<file path="src/rtl/mem_arbiter_pkg.sv">
// Shared types and constants for the memory arbiter.
package mem_arbiter_pkg;

    typedef enum logic [0:0] {
        StIdle,
        StRwait
    } state_e;

    // Wide enough to count down the longest supported read latency (4).
    localparam int unsigned LatCntW = $clog2(4);

    // Width of each per-channel stall counter.
    localparam int unsigned PerfCntW = 16;

    function automatic int unsigned bytes_per_word(input int unsigned data_w);
        return data_w / 8;
    endfunction

endpackage

</file>
<file path="src/rtl/mem_arbiter_rr_pick.sv">
// Combinational round-robin selector: the first request at or after ptr_i wins.
module mem_arbiter_rr_pick #(
    parameter int unsigned NumReq = 2,
    parameter int unsigned IdxW   = $clog2(NumReq)
) (
    input  logic [NumReq-1:0] req_i,
    input  logic [IdxW-1:0]   ptr_i,
    output logic [NumReq-1:0] gnt_o,
    output logic [IdxW-1:0]   idx_o,
    output logic              any_o
);

    int unsigned cand;
    logic        found;

    // Scan from ptr_i upwards, wrapping, and take the first requester.
    always_comb begin
        gnt_o = '0;
        idx_o = '0;
        found = 1'b0;
        cand  = 0;
        for (int unsigned i = 0; i < NumReq; i++) begin
            cand = (32'(ptr_i) + i) % NumReq;
            if (!found && req_i[cand[IdxW-1:0]]) begin
                found = 1'b1;
                idx_o = cand[IdxW-1:0];
                gnt_o = NumReq'(1) << cand;
            end
        end
        any_o = found;
    end

endmodule

</file>
<file path="src/rtl/mem_arbiter.sv">
// N-channel round-robin arbiter onto one word-addressed memory port.
// Writes complete in the grant cycle; reads hold the port for RD_LAT cycles
// and return data on the owner's ch_rvalid_o, with arbitration reopened in
// the return cycle so a new grant can overlap it.
// Optional: define MEM_ARBITER_PERF_EN to add per-channel stall counters.
module mem_arbiter
    import mem_arbiter_pkg::*;
#(
    parameter int unsigned NUM_CH = 2,
    parameter int unsigned ADDR_W = 30,
    parameter int unsigned DATA_W = 32,
    parameter int unsigned RD_LAT = 1
) (
    input  logic                               clk_i,
    input  logic                               rst_ni,
    input  logic [NUM_CH-1:0]                  ch_req_i,
    input  logic [NUM_CH*(DATA_W/8)-1:0]       ch_we_i,
    input  logic [NUM_CH*ADDR_W-1:0]           ch_addr_i,
    input  logic [NUM_CH*DATA_W-1:0]           ch_wdata_i,
    output logic [NUM_CH-1:0]                  ch_gnt_o,
    output logic [NUM_CH-1:0]                  ch_rvalid_o,
    output logic [DATA_W-1:0]                  ch_rdata_o,
    output logic                               mem_re_o,
    output logic [DATA_W/8-1:0]                mem_we_o,
    output logic [ADDR_W-1:0]                  mem_addr_o,
    output logic [DATA_W-1:0]                  mem_wdata_o,
    input  logic [DATA_W-1:0]                  mem_rdata_i,
    output logic                               busy_o
`ifdef MEM_ARBITER_PERF_EN
    ,
    output logic [NUM_CH*PerfCntW-1:0]         stall_cnt_o
`endif
);

    localparam int unsigned BeW  = bytes_per_word(DATA_W);
    localparam int unsigned IdxW = $clog2(NUM_CH);

    state_e               state_q, state_d;
    logic [IdxW-1:0]      ptr_q, ptr_d;
    logic [IdxW-1:0]      owner_q, owner_d;
    logic [LatCntW-1:0]   cnt_q, cnt_d;

    logic                 rd_done;
    logic                 arb_open;
    logic [NUM_CH-1:0]    pick_req;
    logic [NUM_CH-1:0]    pick_gnt;
    logic [IdxW-1:0]      pick_idx;
    logic                 pick_any;
    logic [IdxW-1:0]      sel;
    logic [BeW-1:0]       sel_we;

    // Arbitration is open when idle or in the read-return cycle; closed in reset.
    always_comb begin
        rd_done  = (state_q == StRwait) && (cnt_q == '0);
        arb_open = (state_q == StIdle) || rd_done;
        pick_req = (rst_ni && arb_open) ? ch_req_i : '0;
    end

    mem_arbiter_rr_pick #(
        .NumReq (NUM_CH),
        .IdxW   (IdxW)
    ) u_rr_pick (
        .req_i  (pick_req),
        .ptr_i  (ptr_q),
        .gnt_o  (pick_gnt),
        .idx_o  (pick_idx),
        .any_o  (pick_any)
    );

    // Memory-side mux and channel responses; address/data follow ptr when idle.
    always_comb begin
        sel         = pick_any ? pick_idx : ptr_q;
        sel_we      = ch_we_i[sel*BeW +: BeW];
        ch_gnt_o    = pick_gnt;
        mem_we_o    = pick_any ? sel_we : '0;
        mem_re_o    = pick_any && (sel_we == '0);
        mem_addr_o  = ch_addr_i[sel*ADDR_W +: ADDR_W];
        mem_wdata_o = ch_wdata_i[sel*DATA_W +: DATA_W];
        ch_rvalid_o = (rst_ni && rd_done) ? (NUM_CH'(1) << owner_q) : '0;
        ch_rdata_o  = mem_rdata_i;
        busy_o      = rst_ni && (state_q == StRwait);
    end

    // Next state: finish an outstanding read, then take any new grant.
    always_comb begin
        state_d = state_q;
        ptr_d   = ptr_q;
        owner_d = owner_q;
        cnt_d   = cnt_q;
        if (state_q == StRwait) begin
            if (rd_done) begin
                state_d = StIdle;
            end else begin
                cnt_d = cnt_q - 1'b1;
            end
        end
        if (pick_any) begin
            ptr_d = (pick_idx == IdxW'(NUM_CH - 1)) ? '0 : pick_idx + 1'b1;
            if (mem_re_o) begin
                state_d = StRwait;
                owner_d = pick_idx;
                cnt_d   = LatCntW'(RD_LAT - 1);
            end
        end
    end

    // State registers with synchronous active-low reset.
    always_ff @(posedge clk_i) begin
        if (!rst_ni) begin
            state_q <= StIdle;
            ptr_q   <= '0;
            owner_q <= '0;
            cnt_q   <= '0;
        end else begin
            state_q <= state_d;
            ptr_q   <= ptr_d;
            owner_q <= owner_d;
            cnt_q   <= cnt_d;
        end
    end

`ifdef MEM_ARBITER_PERF_EN
    for (genvar g = 0; g < NUM_CH; g++) begin : g_perf
        logic [PerfCntW-1:0] stall_q, stall_d;

        // Count cycles spent requesting without a grant, saturating at all-ones.
        always_comb begin
            stall_d = stall_q;
            if (ch_req_i[g] && !ch_gnt_o[g] && (stall_q != '1)) begin
                stall_d = stall_q + 1'b1;
            end
        end

        // Stall counter register.
        always_ff @(posedge clk_i) begin
            if (!rst_ni) begin
                stall_q <= '0;
            end else begin
                stall_q <= stall_d;
            end
        end

        assign stall_cnt_o[g*PerfCntW +: PerfCntW] = stall_q;
    end
`endif

endmodule

</file>
<file path="config.mk">
export PLATFORM = sky130hd
export DESIGN_NAME = mem_arbiter
export DESIGN_NICKNAME = d
export VERILOG_FILES = /design/src/rtl/mem_arbiter_pkg.sv /design/src/rtl/mem_arbiter_rr_pick.sv /design/src/rtl/mem_arbiter.sv
export SDC_FILE = /design/constraint.sdc
export NUM_CORES = 1
export LEC_CHECK = 0
export BUFFER_PORTS_ARGS = -buffer_cell sky130_fd_sc_hd__buf_4
export CAP_MARGIN = 25
export CORE_AREA = 5 5 102 104
export DETAILED_ROUTE_END_ITERATION = 6
export DIE_AREA = 0 0 107 109
export GPL_TIMING_DRIVEN = 0
export PLACE_DENSITY = 0.54
export SYNTH_ARGS = -nofsm -noshare
export SYNTH_HDL_FRONTEND = slang
export SYNTH_SLANG_ARGS = --single-unit
</file>
<file path="constraint.sdc">
create_clock -name clk_i -period 2.8 [get_ports clk_i]
set_input_delay 0.42 -clock clk_i [delete_from_list [all_inputs] [get_ports clk_i]]
set_output_delay 0.42 -clock clk_i [all_outputs]
set_load 0.02 [all_outputs]
</file>
==> results of run 1 <==
-- area by class of cell --
class	count	area (sq um)	area share [%]
sequential	5	100.1	2.739
clock buffer	4	45.04	1.232
tap	114	142.6	3.903
timing repair buffer	240	1814	49.64
buffer	41	337.8	9.243
inverter	3	11.26	0.3081
multi-input combinational	102	1204	32.93
-- sequential cells by signal (all words and copies together) (netlist names) --
| signal | count |
|---|---|
| ptr_q | 1 |
| cnt_q | 2 |
| state_q | 1 |
| owner_q | 1 |
-- cell families (layout without fill, tap and decap cells) --
family | after synthesis | in the layout
multiplexers | 62 | 62
buffers and inverters | 44 | 288
AND/OR/NAND/NOR | 21 | 21
AO/OA/AOI/OAI | 17 | 17
flip-flops | 5 | 5
adder cells (fa/ha/maj) | 1 | 1
XOR/XNOR | 1 | 1
-- placed cells by master (no fill, tap or decap), drive strengths merged --
cell type,Yosys,final
a2111oi,1,1
a21boi,1,1
a21oi,3,3
a221oi,1,1
a22oi,4,4
a311oi,1,1
a31o,1,1
a31oi,1,1
a32oi,1,1
and2,2,2
and2b,1,1
and3,2,2
buf,41,281
clkbuf,0,4
dfxtp,5,5
ha,1,1
inv,3,3
mux2,62,62
nand2,3,3
nand2b,2,2
nor2,7,7
nor2b,1,1
nor3,1,1
nor4,2,2
o2111ai,2,2
o31ai,1,1
xnor2,1,1
-- through the flow --
stage                     cell area (sq um)  hold WS [ns]  total power, mW  std cells  util, %
after floorplan                        1647        0.4800           0.5161        151        -
final                                  3655        0.4847            1.014        509    38.64
after global placement                 3576        0.4983           0.8782        503    37.80
after global routing                   3655        0.4787            1.071        509    38.64
after CTS                              3649        0.4757            1.029        509    38.57
after detailed placement               3576        0.5060           0.8819        503    37.80
-- metal layers --
layer / up-vias / part of all wire [%] / routed length, microns
li1: 1010 / - / -
met1: 886 / 31 / 2608
met2: 116 / 54 / 4499
met3: 4 / 14 / 1149
met4: 0 / 0.37 / 31
met5: - / 0 / 0
-- report_power, final --
part | internal (mW) | switching [mW] | leakage (nW) | total [mW]
sequential | 0.0735 | 0.00260 | 0.0406 | 0.0760
combinational | 0.466 | 0.341 | 1.92 | 0.807
clock | 0.0976 | 0.0334 | 0.0228 | 0.131
total | 0.637 | 0.377 | 1.98 | 1.01
-- critical path, cell delays in order (launching register included) --
cell	delay, ns
dfxtp_1	0.34
inv_1	0.05
ha_1	0.22
nand2b_1	0.16
buf_6	0.13
a31oi_2	0.26
a21oi_4	0.06
buf_12	0.16
buf_6	0.16
mux2_4	0.31
buf_4	0.17
-- final timing paths --
| check | start | slack [ns] | depth (start not counted) | to |
|---|---|---|---|---|
| setup / recovery | cnt_q[0]$_SDFF_PN0_ | 0.14 | 10 | mem_wdata_o[2] |
| hold / removal | rst_ni | 0.48 | 2 | owner_q$_SDFFE_PN0P_ |
| setup reg to reg | cnt_q[0]$_SDFF_PN0_ | 1.15 | 7 | cnt_q[1]$_SDFF_PN0_ |
| hold reg to reg | cnt_q[1]$_SDFF_PN0_ | 0.51 | 2 | cnt_q[1]$_SDFF_PN0_ |
-- repair_timing --
| action | 4_1_cts | 5_1_grt |
|---|---|---|
| resized for setup | 0 | 1 |
| endpoints found under the hold margin | 0 | 0 |
| setup buffers | 2 | 0 |
| pin swaps | 1 | 0 |
| cloned | 0 | 0 |
| setup endpoints to repair | 7 | 4 |
==> impl_results.md, run 1 <==
- Gr ovfl total: 0
- Max clock buf depth: 2
- Sink Count: 5
- Slew Limit Fails: 0
- Top cells by area, synth: mux2_4, buf_4, dfxtp_1
- IO Pins: between 200 and 300
- RSZ-0062 raised after global routing: false
- Min Tclk post-route: ~2.7 ns
- Largest family of logic cells by synthesized area: multiplexers
- Fmax achieved: ~0.38 GHz
- Final Setup Violations: 0
- CTS root buf: clkbuf_8
- Die width: about 110 microns
- GR Util met3: approximately 6.5%
- Hold WC Path Type: in2reg
- DP Worst Slack: between 0.2 and 0.25 ns
- Primary FF master, synth: dfxtp_1
- Die height: roughly 110 microns
- CTS tree: built
- Cell taking the most area after synthesis: mux2_4
- CTS buffer count: 3
- CP endpoint kind: output pin
- PwrDens: 277.5 nW/um^2
- Largest net degree at the start of global routing: 11
- Worst vdd ir: between 0.3 and 0.4 mV
- Final nets: 565
- Final Hold Viols: 0
- Post-Syn Area per Cell: 10.90 sq um
- Setup Skew: ~0.00048 ns
- Routed via count: between 2k and 2.5k
- Async S/R FF share, synth: 0%
- Antenna viol nets, final: 0
- Post-Syn Nets: 320
- Post-synthesis sequential area ratio: 6.079%
- First-pass GRT wire length: 11,090 microns
- DRC Markers: 0
- Fin worst setup slack: around 0.14 ns
- 1st-pass router iterations: 4
- Status: finished clean
- Worst Setup Start Kind: flop
- Final HPWL DP: 7382 microns
- Final Wtd Congestion: 0.7265
- Least-Margin Pin Slew: 0.3933 ns
- Synthesis-stage register bit count: 5
- Met2 Use GR: a little under a quarter
- Routed WL per cell: 16.28 microns
- Critical path class: reg2out
- Yosys cell types: 29
- Clk slew on worst S/H paths: 0.03 ns
- Most numerous cell in the Yosys netlist: mux2_4
- CP arrival: 2.24 ns
- DR iter-0 viols: ~60
- Post-Synth Simple-Gate Area: 6.611%
- Core box area: 9459 sq um
- Synth warnings: 0
- Max cap viols: 0
- Row cnt: 36
- Initial antenna violation count: 0
- Setup_tns: 0 ns
- Vias per cell: approximately 4.0
- Adder-cell area share of the yosys netlist: less than 1%
- Vias in the first global route: about 2.1k
- Post-Synth XOR/XNOR Area: 0.5319%
- Met1 Use GR: 11.76%
- Post-synth EDFFs: 0
- Die area: 11,660 sq um
- Mapped Area: 1647 sq um
- GRT Overall Usage: 12.12%
- Compound-Gate Fraction of Synth Area: 8.739%
- Critical-path maximum fanout: 10
- Htree depth: 1
- Worst-Skew Late Latency: 0.22 ns
- Synth cell count leaders: mux2_4, buf_4, buf_6
- Synth Instances: ~150
- Share of cells above drive strength 1: 88.86%
- Share of Yosys cell area claimed by the top area cell type: 54.71%
- Mux contribution to synthesized area: a little under three fifths
- DRT Wirelength: ~8300 microns
- Leakage: 1.985 nW
- Critical Path RT: about 2.4 ns
- Hold-fix buffers, CTS: 0
- Max-Slew Margin vs Limit: about three quarters
- Starting Density: 17.41%
- Syn-to-layout area delta: 122.0%
- Ant. Diodes: 0
- Period utilization: between 90% and 100%
- I/O Buffers: 238
- Filler cells: about 970
- Layer with the highest usage: met2
No activity file was read; power rests on OpenSTA's default activity.
==> run 2, diff against run 1 <==
==> constraint.sdc (replaced) <==
create_clock -name clk_i -period 2.8 [get_ports clk_i]
set_input_delay 0.56 -clock clk_i [delete_from_list [all_inputs] [get_ports clk_i]]
set_output_delay 0.56 -clock clk_i [all_outputs]
set_load 0.02 [all_outputs]
==> impl_results.md, run 2 (synthesis gave the netlist of run 1 again) <==
- Status: finished clean
- Filler cells: 971 (-0.31%)
- CTS root buf: clkbuf_8
- CP arrival: 2.13 ns (-0.11 ns)
- Antenna viol nets, final: 0 (unchanged)
- Routed via count: 2,031 (+0.74%)
- GRT Overall Usage: 12.14% (+0.025 points)
- Htree depth: 1 (unchanged)
- Largest net degree at the start of global routing: 11 (unchanged)
- Period utilization: 96.22% (+1.2 points)
- Commonest non-fill, non-tap cell in the layout: buf_4
- Setup Skew: 0.001121 ns (+0.0006419 ns)
- CP endpoint kind: output pin
- Leakage: 2.003 nW (+0.94%)
- DRC Markers: 0 (unchanged)
- Max cap viols: 0 (unchanged)
- Sink Count: 5 (unchanged)
- Final nets: 566 (+0.18%)
- Area post-placement: 3576 sq um (unchanged)
- Worst-Skew Late Latency: 0.22 ns (about the same)
- Initial antenna violation count: 0 (unchanged)
- RSZ-0062 raised after global routing: false
- Final Wtd Congestion: 0.7265 (unchanged)
- Max clock buf depth: 2 (unchanged)
- Largest register FFs: 2 (unchanged)
- CTS buffer count: 3 (unchanged)
- Final Setup Violations: 0 (unchanged)
- Reg with most FFs: cnt_q
- Die height: 109 microns (unchanged)
- Critical path class: reg2out
- Worst vdd ir: 0.3290 mV (+0.83%)
- Slew Limit Fails: 0 (unchanged)
- Area of the multi-input gates: 1221 sq um (+1.5%)
- Clk slew on worst S/H paths: 0.03 ns (about the same)
- Die width: 107 microns (unchanged)
- Gr ovfl total: 0 (unchanged)
- Row cnt: 36 (unchanged)
- Share of cells above drive strength 1: 89.14% (+0.28 points)
- Syn-to-layout area delta: 125.5%
- CTS tree: built
- Die area: 11,660 sq um (unchanged)
- Vias per cell: 3.982 (+0.55%)
- Vias in the first global route: 2,055 (+0.24%)
- Final Hold Viols: 0 (unchanged)
- DRT Wirelength: 8293 microns (about the same)
- Final HPWL DP: 7382 microns (unchanged)
- Least-Margin Pin Slew: 0.4159 ns (+0.02260 ns)
- I/O Buffers: 238 (unchanged)
- Most frequent cells in the layout: buf_4, mux2_4, nor2_1
- Critical Path RT: 2.24 ns (-0.14 ns)
- First-pass GRT wire length: 11,120 microns (+0.24%)
- PwrDens: 277.1 nW/um^2 (-0.16%)
- Setup_tns: 0 ns (unchanged)
- Fmax achieved: 0.3712 GHz (-1.3%)
- Min Tclk post-route: 2.694 ns (+0.03447 ns)
- Worst Setup Start Kind: flop
- Hold-fix buffers, CTS: 0 (unchanged)
- Routed WL per cell: 16.26 microns (-0.15%)
- Core box area: 9459 sq um (unchanged)
- 1st-pass router iterations: 4 (unchanged)
- Register area: 101.3 sq um (+1.2%)
- Starting Density: 17.41% (unchanged)
- Ant. Diodes: 0 (unchanged)
- Critical-path maximum fanout: 10 (unchanged)
- DR iter-0 viols: 71 (+20%)
- Max-Slew Margin vs Limit: 72.22% (-1.3 points)
- IO Pins: 272 (unchanged)
- Final Instance Area: 3714 sq um (+1.6%)
- Hold WC Path Type: reg2reg
[run 2: changes by cell type in the layout (fill, tap and decap cells not counted)]
cell     change
a31oi_4      +1
buf_8        +4
o31ai_2      -1
buf_6        -6
buf_12       +2
o31ai_4      +1
a31oi_2      -1
dfxtp_2      +1
buf_4        +1
dfxtp_1      -1
[run 2: worst paths after layout]
path | from | to | slack (ns) | cells after the start
worst max-delay path | cnt_q[0]$_SDFF_PN0_ | mem_wdata_o[2] | 0.11 | 10
worst min-delay path | cnt_q[1]$_SDFF_PN0_ | cnt_q[1]$_SDFF_PN0_ | 0.51 | 2
worst max register to register | cnt_q[0]$_SDFF_PN0_ | cnt_q[1]$_SDFF_PN0_ | 1.17 | 7
worst min register to register | cnt_q[1]$_SDFF_PN0_ | cnt_q[1]$_SDFF_PN0_ | 0.51 | 2
[run 2: timing repair]
item | in CTS | in global routing
pin swaps | 1 | 1
setup buffers | 2 | 1
endpoints found under the setup margin | 60 | 60
gates resized for setup | 2 | 10
[run 2: critical path, stage by stage, from the launching register on]
cell and delay (ns):
dfxtp_2 0.32, inv_1 0.04, ha_1 0.21, nand2b_1 0.16, buf_6 0.14, a31oi_4 0.19, a21oi_4 0.05, buf_12 0.16
buf_12 0.15, mux2_4 0.30, buf_4 0.17
[run 2: layout make-up]
cell class / instances / area share (%)
repair buffers: 241 / 49.06
multi-input cells: 102 / 32.88
plain buffers: 41 / 9.973
well taps: 114 / 3.841
flip-flops and latches: 5 / 2.729
clock buffers: 4 / 1.213
inverters: 3 / 0.3032
[run 2: power by group]
part / leakage (nW) / internal [mW] / switching, mW
registers: 0.0411 / 0.0734 / 0.00351
logic: 1.94 / 0.477 / 0.344
clock network: 0.0228 / 0.0976 / 0.0334
[run 2: per-layer routing]
metal | track usage (%) | up-vias | wire length, microns
met5 | 0 | - | 0
met4 | 1.370 | 0 | 31
met3 | 6.454 | 4 | 1155
met1 | 11.79 | 900 | 2576
met2 | 23.43 | 118 | 4529
li1 | - | 1009 | -
[run 2: stage by stage]
stage / cells / utilization, % / total power [mW] / setup WS, ns / hold WS [ns]
after detailed placement: 503 / 37.80 / 0.8819 / 0.08475 / 0.5060
after CTS: 509 / 38.73 / 1.032 / 0.02909 / 0.5107
after global placement: 503 / 37.80 / 0.8782 / 0.1095 / 0.4983
after global routing: 510 / 39.26 / 1.086 / 0.01441 / 0.5598
final: 510 / 39.26 / 1.029 / 0.1057 / 0.5079
after floorplan: 151 / - / 0.5161 / 0.4752 / 0.4800
==> run 3, diff against run 2 <==
--- a/config.mk
+++ b/config.mk
@@ -12,6 +12,7 @@
 export DIE_AREA = 0 0 107 109
 export GPL_TIMING_DRIVEN = 0
 export PLACE_DENSITY = 0.54
+export RECOVER_POWER = 100
 export SYNTH_ARGS = -nofsm -noshare
 export SYNTH_HDL_FRONTEND = slang
 export SYNTH_SLANG_ARGS = --single-unit
==> impl_results.md, run 3 (synthesis gave the netlist of run 1 again) <==
- Status: finished clean
- Worst Setup Start Kind: flop
- Routed WL per cell: 16.26 microns (unchanged)
- Critical path class: reg2out
- WP buf/inv: 5 (unchanged)
- Core box area: 9459 sq um (unchanged)
- Final nets: 566 (unchanged)
- Syn-to-layout area delta: 110.8%
- Die width: 107 microns (unchanged)
- Worst reg2reg endpoint: cnt_q[1]$_SDFF_PN0_
- Critical-path maximum fanout: 10 (unchanged)
- Hold WC Path Type: reg2reg
- Starting Density: 17.41% (unchanged)
- Final Setup Violations: 0 (unchanged)
- Final HPWL DP: 7382 microns (unchanged)
- Slew Limit Fails: 0 (unchanged)
- Hold WS: 0.5079 ns (+0.000002000 ns)
- Leakage: 1.823 nW (-9.0%)
- Final Hold Viols: 0 (unchanged)
- Clk slew on worst S/H paths: 0.03 ns (about the same)
- RSZ-0062 raised after global routing: false
- PwrDens: 280.1 nW/um^2 (+1.1%)
- Share of cells above drive strength 1: 79.04% (-10 points)
- Gr ovfl total: 0 (unchanged)
- Worst vdd ir: 0.3334 mV (+1.3%)
- Min Tclk post-route: 2.696 ns (+0.001623 ns)
- Commonest non-fill, non-tap cell in the layout: buf_4
- Worst path top cell family by delay: buffers and inverters
- Period utilization: 96.28% (about the same)
- Hold Path End: cnt_q[1]$_SDFF_PN0_
- Fmax achieved: 0.3709 GHz (about the same)
- Final Instance Area: 3471 sq um (-6.5%)
- CP arrival: 2.14 ns (about the same)
- IO Pins: 272 (unchanged)
- Largest register FFs: 2 (unchanged)
- Max clock buf depth: 2 (unchanged)
- Min-Delay Startpoint: cnt_q[1]$_SDFF_PN0_
- Area post-placement: 3576 sq um (unchanged)
- Most frequent cells in the layout: buf_4, mux2_4, clkbuf_1
- Htree depth: 1 (unchanged)
- Setup_tns: 0 ns (unchanged)
- Row cnt: 36 (unchanged)
- Worst Reg-to-Reg Cells: 4 (-3)
- CTS buffer count: 3 (unchanged)
- Die height: 109 microns (unchanged)
- 1st-pass router iterations: 4 (unchanged)
- CTS tree: built
- Crit-path cells: inv_1 > ha_1 > nand2b_1 > buf_6 > a31oi_4 > a21oi_4 > buf_12 > buf_8 > mux2_4 > buf_4
- Vias in the first global route: 2,055 (unchanged)
- DR iter-0 viols: 62 (-13%)
- Max cap viols: 0 (unchanged)
- Hold path cells: 2 (unchanged)
- Initial antenna violation count: 0 (unchanged)
- Worst flop-to-flop path startpoint: ptr_q$_SDFFE_PN0P_
- Die area: 11,660 sq um (unchanged)
- Slowest-stage cell, CP: dfxtp_2
- Worst-Skew Late Latency: 0.22 ns (about the same)
- CTS root buf: clkbuf_8
- Reg with most FFs: cnt_q
- Vias per cell: 3.992 (+0.25%)
- Sink Count: 5 (unchanged)
- Ant. Diodes: 0 (unchanged)
- Setup Skew: 0.001155 ns (+0.00003379 ns)
- CP peak stage delay: 0.32 ns (about the same)
- DRC Markers: 0 (unchanged)
- Least-Margin Pin Slew: 0.6172 ns (+0.2013 ns)
- Final Wtd Congestion: 0.7265 (unchanged)
- Largest net degree at the start of global routing: 11 (unchanged)
- Antenna viol nets, final: 0 (unchanged)
- I/O Buffers: 238 (unchanged)
- GRT Overall Usage: 12.14% (unchanged)
- CP endpoint kind: output pin
- Max-Slew Margin vs Limit: 58.48% (-14 points)
- Reg-to-reg slack, setup: 1.14 ns (-0.03 ns)
- First-pass GRT wire length: 11,120 microns (unchanged)
- Routed via count: 2,036 (+0.25%)
- DRT Wirelength: 8293 microns (unchanged)
- Critical Path RT: 2.24 ns (about the same)
[run 3: changes by cell type in the layout (fill, tap and decap cells not counted), sizes merged]
cell | before | now
clkbuf | 4 | 51
buf | 282 | 235
[run 3: area by class of cell]
cell class                 instances  area, sq um
buffer                            41        350.3
sequential                         5        101.3
inverter                           3        11.26
fill                            1019         5988
multi-input combinational        102         1221
clock buffer                       4        45.04
tap                              114        142.6
timing repair buffer             241         1599
[run 3: timing repair]
item	CTS	global route
buffers inserted	2	1
gates resized for setup	2	10
hold buffers	0	0
cloned	0	0
hold endpoints to repair	0	0
pin swaps	1	1
setup endpoints to repair	60	60
[run 3: report_power, final]
part / switching [mW] / internal (mW)
Combinational: 0.341 / 0.424
Clock: 0.0334 / 0.0976
Sequential: 0.00340 / 0.0734
[run 3: worst max path at each step]
stage                   startpoint  cells past startpoint  slack [ns]              to
2_1_floorplan  cnt_q[0]$_SDFF_PN0_                      7        0.48   mem_addr_o[0]
3_3_place_gp   cnt_q[0]$_SDFF_PN0_                      8        0.11  mem_wdata_o[2]
3_5_place_dp   cnt_q[0]$_SDFF_PN0_                      8        0.08  mem_wdata_o[2]
4_1_cts        cnt_q[0]$_SDFF_PN0_                      9        0.03  mem_wdata_o[2]
5_1_grt        cnt_q[0]$_SDFF_PN0_                     10        0.01  mem_wdata_o[2]
6_report       cnt_q[0]$_SDFF_PN0_                     10        0.10  mem_wdata_o[3]
[run 3: worst reg2reg max path, cell delays in order, from the launching register on]
cell,delay [ns]
dfxtp_1,0.49
a21boi_0,0.29
a32oi_1,0.30
nor2_1,0.12
a2111oi_0,0.35
[run 3: stage by stage]
step	power (mW)	std cells	setup WS, ns	util (%)
after floorplan	0.5161	151	0.4752	-
after global placement	0.8782	503	0.1095	37.80
after detailed placement	0.8819	503	0.08475	37.80
after CTS	1.032	509	0.02909	38.73
after global routing	1.029	510	0.01063	36.69
final	0.9722	510	0.1041	36.69
[run 3: layer usage]
metal	share of wire, %	track usage, %
met1	32	11.79
met2	54	23.43
met3	14	6.454
met4	0.37	1.370
met5	0	0
